## config.mk

```make
export PLATFORM = sky130hd
export DESIGN_NAME = cla_adder_pipe_flat
export DESIGN_NICKNAME = d
export VERILOG_FILES = /design/src/rtl/cla_adder_pipe_if.sv /design/src/rtl/cla_adder_pipe.sv /design/src/flat_wrapper.sv
export SDC_FILE = /design/constraint.sdc
export NUM_CORES = 1
export LEC_CHECK = 0
export CAP_MARGIN = 25
export CORE_MARGIN = 2
export CORE_UTILIZATION = 45
export DETAILED_ROUTE_END_ITERATION = 16
export GPL_ROUTABILITY_DRIVEN = 0
export MAX_ROUTING_LAYER = met4
export PLACE_DENSITY = 0.85
export SYNTH_ARGS = -nofsm -noshare
export SYNTH_HDL_FRONTEND = slang
export SYNTH_SLANG_ARGS = --single-unit
export TNS_END_PERCENT = 20
```

## constraint.sdc

```tcl
create_clock -name i_clk -period 4.2 [get_ports i_clk]
set_input_delay 0.63 -clock i_clk [delete_from_list [all_inputs] [get_ports i_clk]]
set_output_delay 0.63 -clock i_clk [all_outputs]
set_load 0.005 [all_outputs]
```

## src/rtl/cla_adder_pipe_if.sv

```systemverilog
// Operand/result bus of cla_adder_pipe: valid/ready on both the operand and the result side.
interface cla_adder_pipe_if #(
   parameter int WIDTH = 24
);
   logic             i_valid;
   logic             o_ready;
   logic             i_sub;
   logic             i_carry;
   logic [WIDTH-1:0] i_data_a;
   logic [WIDTH-1:0] i_data_b;
   logic             o_valid;
   logic             i_ready;
   logic [WIDTH-1:0] o_sum;
   logic             o_carry;
   logic             o_overflow;

   modport slave (
      input  i_valid, i_sub, i_carry, i_data_a, i_data_b, i_ready,
      output o_ready, o_valid, o_sum, o_carry, o_overflow
   );

   modport master (
      output i_valid, i_sub, i_carry, i_data_a, i_data_b, i_ready,
      input  o_ready, o_valid, o_sum, o_carry, o_overflow
   );
endinterface

```

## src/rtl/cla_adder_pipe.sv

```systemverilog
// Pipelined carry-lookahead adder/subtractor: one SEG_W-bit segment per stage, built from
// 4-bit CLA groups joined by a group-level lookahead, with a single global advance enable.
module cla_adder_pipe #(
   parameter int WIDTH      = 24,
   parameter int NUM_STAGES = 2
) (
   input logic             i_clk,
   input logic             i_rst,
   cla_adder_pipe_if.slave bus
);
   localparam int SEG_W   = WIDTH / NUM_STAGES;
   localparam int NUM_GRP = SEG_W / 4;

   logic             w_adv;
   logic             r_outValid;
   logic             r_outCarry;
   logic             r_outOvf;
   logic [WIDTH-1:0] r_outSum;

   // Returns {carry-out, sum}; every carry is a sum of products back to cin, never a ripple.
   function automatic logic [SEG_W:0] claSegment(input logic [SEG_W-1:0] a,
                                                 input logic [SEG_W-1:0] b,
                                                 input logic             cin);
      logic [SEG_W-1:0]   p;
      logic [SEG_W-1:0]   g;
      logic [SEG_W-1:0]   s;
      logic [NUM_GRP-1:0] grpP;
      logic [NUM_GRP-1:0] grpG;
      logic [NUM_GRP:0]   grpC;
      logic               carry;
      logic               prod;
      p = a ^ b;
      g = a & b;
      s = '0;
      for (int k = 0; k < NUM_GRP; k++) begin
         grpP[k] = &p[4*k +: 4];
         grpG[k] = g[4*k+3] | (p[4*k+3] & g[4*k+2]) | (p[4*k+3] & p[4*k+2] & g[4*k+1])
                 | (p[4*k+3] & p[4*k+2] & p[4*k+1] & g[4*k]);
      end
      grpC[0] = cin;
      for (int k = 0; k < NUM_GRP; k++) begin
         carry = 1'b0;
         prod  = 1'b1;
         for (int j = k; j >= 0; j--) begin
            carry = carry | (prod & grpG[j]);
            prod  = prod & grpP[j];
         end
         grpC[k+1] = carry | (prod & cin);
      end
      for (int k = 0; k < NUM_GRP; k++) begin
         for (int i = 0; i < 4; i++) begin
            carry = 1'b0;
            prod  = 1'b1;
            for (int j = i - 1; j >= 0; j--) begin
               carry = carry | (prod & g[4*k+j]);
               prod  = prod & p[4*k+j];
            end
            s[4*k+i] = p[4*k+i] ^ (carry | (prod & grpC[k]));
         end
      end
      return {grpC[NUM_GRP], s};
   endfunction

   assign w_adv          = ~r_outValid | bus.i_ready;
   assign bus.o_ready    = w_adv;
   assign bus.o_valid    = r_outValid;
   assign bus.o_sum      = r_outSum;
   assign bus.o_carry    = r_outCarry;
   assign bus.o_overflow = r_outOvf;

   for (genvar k = 0; k < NUM_STAGES; k++) begin : gStage
      localparam int REM_W = WIDTH - k * SEG_W;

      logic [REM_W-1:0]         w_aRem;
      logic [REM_W-1:0]         w_bRem;
      logic                     w_cin;
      logic                     w_valid;
      logic [SEG_W:0]           w_seg;
      logic [(k+1)*SEG_W-1:0]   w_sumDone;

      assign w_seg = claSegment(w_aRem[SEG_W-1:0], w_bRem[SEG_W-1:0], w_cin);

      if (k == 0) begin : gIn
         assign w_aRem    = bus.i_data_a;
         assign w_bRem    = bus.i_sub ? ~bus.i_data_b : bus.i_data_b;
         assign w_cin     = bus.i_sub | bus.i_carry;
         assign w_valid   = bus.i_valid;
         assign w_sumDone = w_seg[SEG_W-1:0];
      end else begin : gMid
         assign w_aRem    = gStage[k-1].gFwd.r_aRem;
         assign w_bRem    = gStage[k-1].gFwd.r_bRem;
         assign w_cin     = gStage[k-1].gFwd.r_carry;
         assign w_valid   = gStage[k-1].gFwd.r_valid;
         assign w_sumDone = {w_seg[SEG_W-1:0], gStage[k-1].gFwd.r_sumDone};
      end

      if (k < NUM_STAGES - 1) begin : gFwd
         logic                     r_valid;
         logic                     r_carry;
         logic [REM_W-SEG_W-1:0]   r_aRem;
         logic [REM_W-SEG_W-1:0]   r_bRem;
         logic [(k+1)*SEG_W-1:0]   r_sumDone;

         // Upper operand bits travel on untouched; finished low sum bits are carried forward.
         always_ff @(posedge i_clk) begin
            if (i_rst) begin
               r_valid   <= 1'b0;
               r_carry   <= 1'b0;
               r_aRem    <= '0;
               r_bRem    <= '0;
               r_sumDone <= '0;
            end else if (w_adv) begin
               r_valid   <= w_valid;
               r_carry   <= w_seg[SEG_W];
               r_aRem    <= w_aRem[REM_W-1:SEG_W];
               r_bRem    <= w_bRem[REM_W-1:SEG_W];
               r_sumDone <= w_sumDone;
            end
         end
      end else begin : gOut
         logic w_ovf;

         assign w_ovf = (w_aRem[REM_W-1] == w_bRem[REM_W-1]) &&
                        (w_sumDone[WIDTH-1] != w_aRem[REM_W-1]);

         always_ff @(posedge i_clk) begin
            if (i_rst) begin
               r_outValid <= 1'b0;
               r_outCarry <= 1'b0;
               r_outOvf   <= 1'b0;
               r_outSum   <= '0;
            end else if (w_adv) begin
               r_outValid <= w_valid;
               r_outCarry <= w_seg[SEG_W];
               r_outOvf   <= w_ovf;
               r_outSum   <= w_sumDone;
            end
         end
      end
   end
endmodule

```

## src/flat_wrapper.sv

```systemverilog
// flat-port wrapper written by rule: the top's interface ports become plain ports
module cla_adder_pipe_flat 
#(
   parameter int WIDTH      = 24,
   parameter int NUM_STAGES = 2
)
  (i_clk, i_rst, bus_i_valid, bus_i_sub, bus_i_carry, bus_i_data_a, bus_i_data_b, bus_i_ready, bus_o_ready, bus_o_valid, bus_o_sum, bus_o_carry, bus_o_overflow);
  cla_adder_pipe_if #(.WIDTH(WIDTH)) bus_i ();
  input logic i_clk;
  input logic i_rst;
  input wire logic [$bits(bus_i.i_valid)-1:0] bus_i_valid;
  input wire logic [$bits(bus_i.i_sub)-1:0] bus_i_sub;
  input wire logic [$bits(bus_i.i_carry)-1:0] bus_i_carry;
  input wire logic [$bits(bus_i.i_data_a)-1:0] bus_i_data_a;
  input wire logic [$bits(bus_i.i_data_b)-1:0] bus_i_data_b;
  input wire logic [$bits(bus_i.i_ready)-1:0] bus_i_ready;
  output wire logic [$bits(bus_i.o_ready)-1:0] bus_o_ready;
  output wire logic [$bits(bus_i.o_valid)-1:0] bus_o_valid;
  output wire logic [$bits(bus_i.o_sum)-1:0] bus_o_sum;
  output wire logic [$bits(bus_i.o_carry)-1:0] bus_o_carry;
  output wire logic [$bits(bus_i.o_overflow)-1:0] bus_o_overflow;
  assign bus_i.i_valid = bus_i_valid;
  assign bus_i.i_sub = bus_i_sub;
  assign bus_i.i_carry = bus_i_carry;
  assign bus_i.i_data_a = bus_i_data_a;
  assign bus_i.i_data_b = bus_i_data_b;
  assign bus_i.i_ready = bus_i_ready;
  assign bus_o_ready = bus_i.o_ready;
  assign bus_o_valid = bus_i.o_valid;
  assign bus_o_sum = bus_i.o_sum;
  assign bus_o_carry = bus_i.o_carry;
  assign bus_o_overflow = bus_i.o_overflow;
  cla_adder_pipe #(.WIDTH(WIDTH), .NUM_STAGES(NUM_STAGES)) u_core (.i_clk(i_clk), .i_rst(i_rst), .bus(bus_i));
endmodule
```

==> impl_metrics.toml <==
[global_route]
grt_busiest_layer = "met2"
first_global_vias = 3056
gr-usage-met3_pct = 5.09
grt_max_degree = 77
grtUsageMet2_pct = 35.3
overflow = 0
grt_antenna_before_repair = 0
grtUsageTotal_pct = 20.7
met1_usage_pct = 23.5
grt_pass1_wl_um = 13700

[synth]
netlist.area_leader.share_pct = 37.5
synth.distinct_cells = 43
yosysWarnings = 0
syn_area_um2 = 3470
synth_cells = 405
synth_seq_cells = 65
syn_nets = 489
syn_avg_cell_area_um2 = 8.56
seq_area_frac_synth_pct = 37.5
synth_largest_area_cell = "dfxtp_1"
netlist_top_cells_area = "dfxtp_1, ha_1, nand2_1"

[power_and_ir_drop]
p_int_mw = 1.18
p_clk_share_pct = 29.5
seqPwrFrac_pct = 44.1
switchingPower_mw = 0.478
powerDensity_nw_per_um2 = 367
power_leakage_nw = 1.88
sw_frac_of_total_pct = 28.8
power_frac_comb_pct = 26.4
irDropWorstVdd_uv = 185

[routing]
vias_per_cell = 5.21
ant_nets = 0
num_vias = 3034
first_pass_iters = 4
drc = 0
drt_iter0_drc = 90
routed_wl_um = 8050
wl_per_cell_um = 13.8

[timing]
hold_violations = 0
slew_viol_final = 0
tns_ns = 0
finalCritPeriodShare_pct = 79.6
max_freq_mhz = 299
rsz0062_at_grt = "no"
fin_crit_ns = 3.34
slew_headroom_pct = 43.1
setup_viol = 0
finalClockSkew_ns = 0.0113
worst_pin_slew_ns = 0.853

[clocking]
clock-sinks = 65
root_buffer = "clkbuf_8"
cts_buffers = 9
postCtsSetupBuffers = 0
clk_latency_ns = 0.34
cts_tree = "built"
htreeDepth = 3
ctsLongestPathBuffers = 2
path_clk_slew_ns = 0.07
post_cts_resized = 0
hold_buffers = 0

[status]
outcome = "finished clean"

[worst_setup_path]
endpoint_kind = "register"
critPathArrivalTime_ns = 3.59
crit_fanout = 12
critPathKind = "in2reg"
start_kind = "input pin"
worstPathRequired_ns = 4.45

[finish]
fin_util_pct = 59.4
final_cell_mix = "clkdlybuf4s50_1, nand2_1, dfxtp_1, a21oi_1, nor2_1"
seq_area_um2 = 1300
layout_commonest_cell = "clkdlybuf4s50_1"
nets = 560
area_growth_pct = 30.3
n_antenna_cell = 0
layout-drive-gt1-share_pct = 6.04
num-fill-cells = 668
multi_input_area_um2 = 2020

[place]
io_buffers = 81
dp_hpwl_um = 5730

[floorplanning]
fp-row-count = 32
fp.dieH_um = 91.8
core-area_um2 = 7610
die_w_um = 91.8
dieArea_um2 = 8430
io_pins = 82
initial_utilization_pct = 45.6

[min_path]
hold_path_class = "reg2reg"

[job]
cap_violations = 0
==> routing by layer <==
layer	up-vias	part of all wire, %
met4	0	1.8
met1	1397	43
met5	-	0
li1	1538	-
met3	14	5.9
met2	85	50
==> critical path, stage by stage <==
cell and delay [ns]:
clkdlybuf4s50_1 0.86, xor2_1 0.24, ha_1 0.32, a21oi_1 0.34, nand2_1 0.16, a21o_1 0.22, a21oi_1 0.19, fa_1 0.44
a211oi_1 0.20
==> power by group through the flow <==
| stage | clock, mW | sequential (mW) | combinational, mW |
|---|---|---|---|
| 6_report | 0.490 | 0.732 | 0.439 |
| 5_1_grt | 0.527 | 0.740 | 0.490 |
| 4_1_cts | 0.505 | 0.731 | 0.442 |
| 3_5_place_dp | 0 | 0.743 | 0.438 |
| 3_3_place_gp | 0 | 0.742 | 0.422 |
| 2_1_floorplan | 0 | 0.737 | 0.268 |
==> Yosys cell counts (all sizes together) <==
cell type	number
nand2	79
o21ai	4
a2111oi	1
nor2b	1
nor4b	4
xor2	16
and4	1
nand3	3
nand4	1
a22o	2
a21o	5
buf	10
xnor2	21
nor4	1
nor2	27
a211o	8
o2111ai	1
a41oi	1
a21oi	47
nand3b	2
inv	15
o211ai	3
or4b	1
o21bai	1
a211oi	22
nor3	7
a221oi	1
o21ba	1
a311oi	1
o21a	2
clkbuf	15
nor3b	4
ha	24
a31o	1
a31oi	1
dfxtp	65
fa	6
==> cells by family after synthesis <==
family	Yosys count	share of synthesized area, %
AOI/OAI and AO/OA	102	20.0
xor gates and xnor gates	37	9.34
DFF	65	37.5
buffers and inverters	40	4.55
adders and majority gates	30	12.1
and+or+nand+nor	131	16.5
==> layout make-up <==
cell class / count / area share, %
Timing Repair Buffer: 85 / 18.5
Sequential cell: 65 / 28.8
Clock buffer: 13 / 3.74
Inverter: 15 / 1.25
Clock inverter: 2 / 0.277
Multi-Input combinational cell: 300 / 44.6
Tap cell: 102 / 2.82
==> per-stage QoR <==
step                hold WS, ns  instance area [um2]  std cells  power (mW)  worst slack (ns)
floorplan                 0.432                 3470        405        1.00             0.976
global placement          0.439                 4340        567        1.16             0.674
detailed placement        0.443                 4340        567        1.18             0.516
CTS                       0.454                 4520        582        1.68             0.873
global route              0.476                 4520        582        1.76             0.666
finish                    0.449                 4520        582        1.66             0.859
==> final timing paths <==
check,endpoint,from,slack [ns],cells after the start
setup / recovery,u_core.gStage[0].gFwd.r_sumDone[4],bus_i_sub,0.86,9
hold reg to reg,u_core.bus.o_sum[1],u_core.bus.o_sum[1],0.45,2
hold / removal,u_core.bus.o_sum[1],u_core.bus.o_sum[1],0.45,2
setup reg to reg,u_core.bus.o_sum[17],u_core.gStage[0].gFwd.r_bRem[0],1.85,8
==> sequential cells by signal (all words and copies together), names as in the netlist <==
register,cells
u_core.gStage.gFwd.r_aRem,12
u_core.gStage.gFwd.r_valid,1
u_core.bus.o_sum,24
u_core.bus.o_valid,1
u_core.gStage.gFwd.r_carry,1
u_core.gStage.gFwd.r_sumDone,12
u_core.bus.o_carry,1
u_core.gStage.gFwd.r_bRem,12
u_core.bus.o_overflow,1
(Power assumes the default switching activity.)
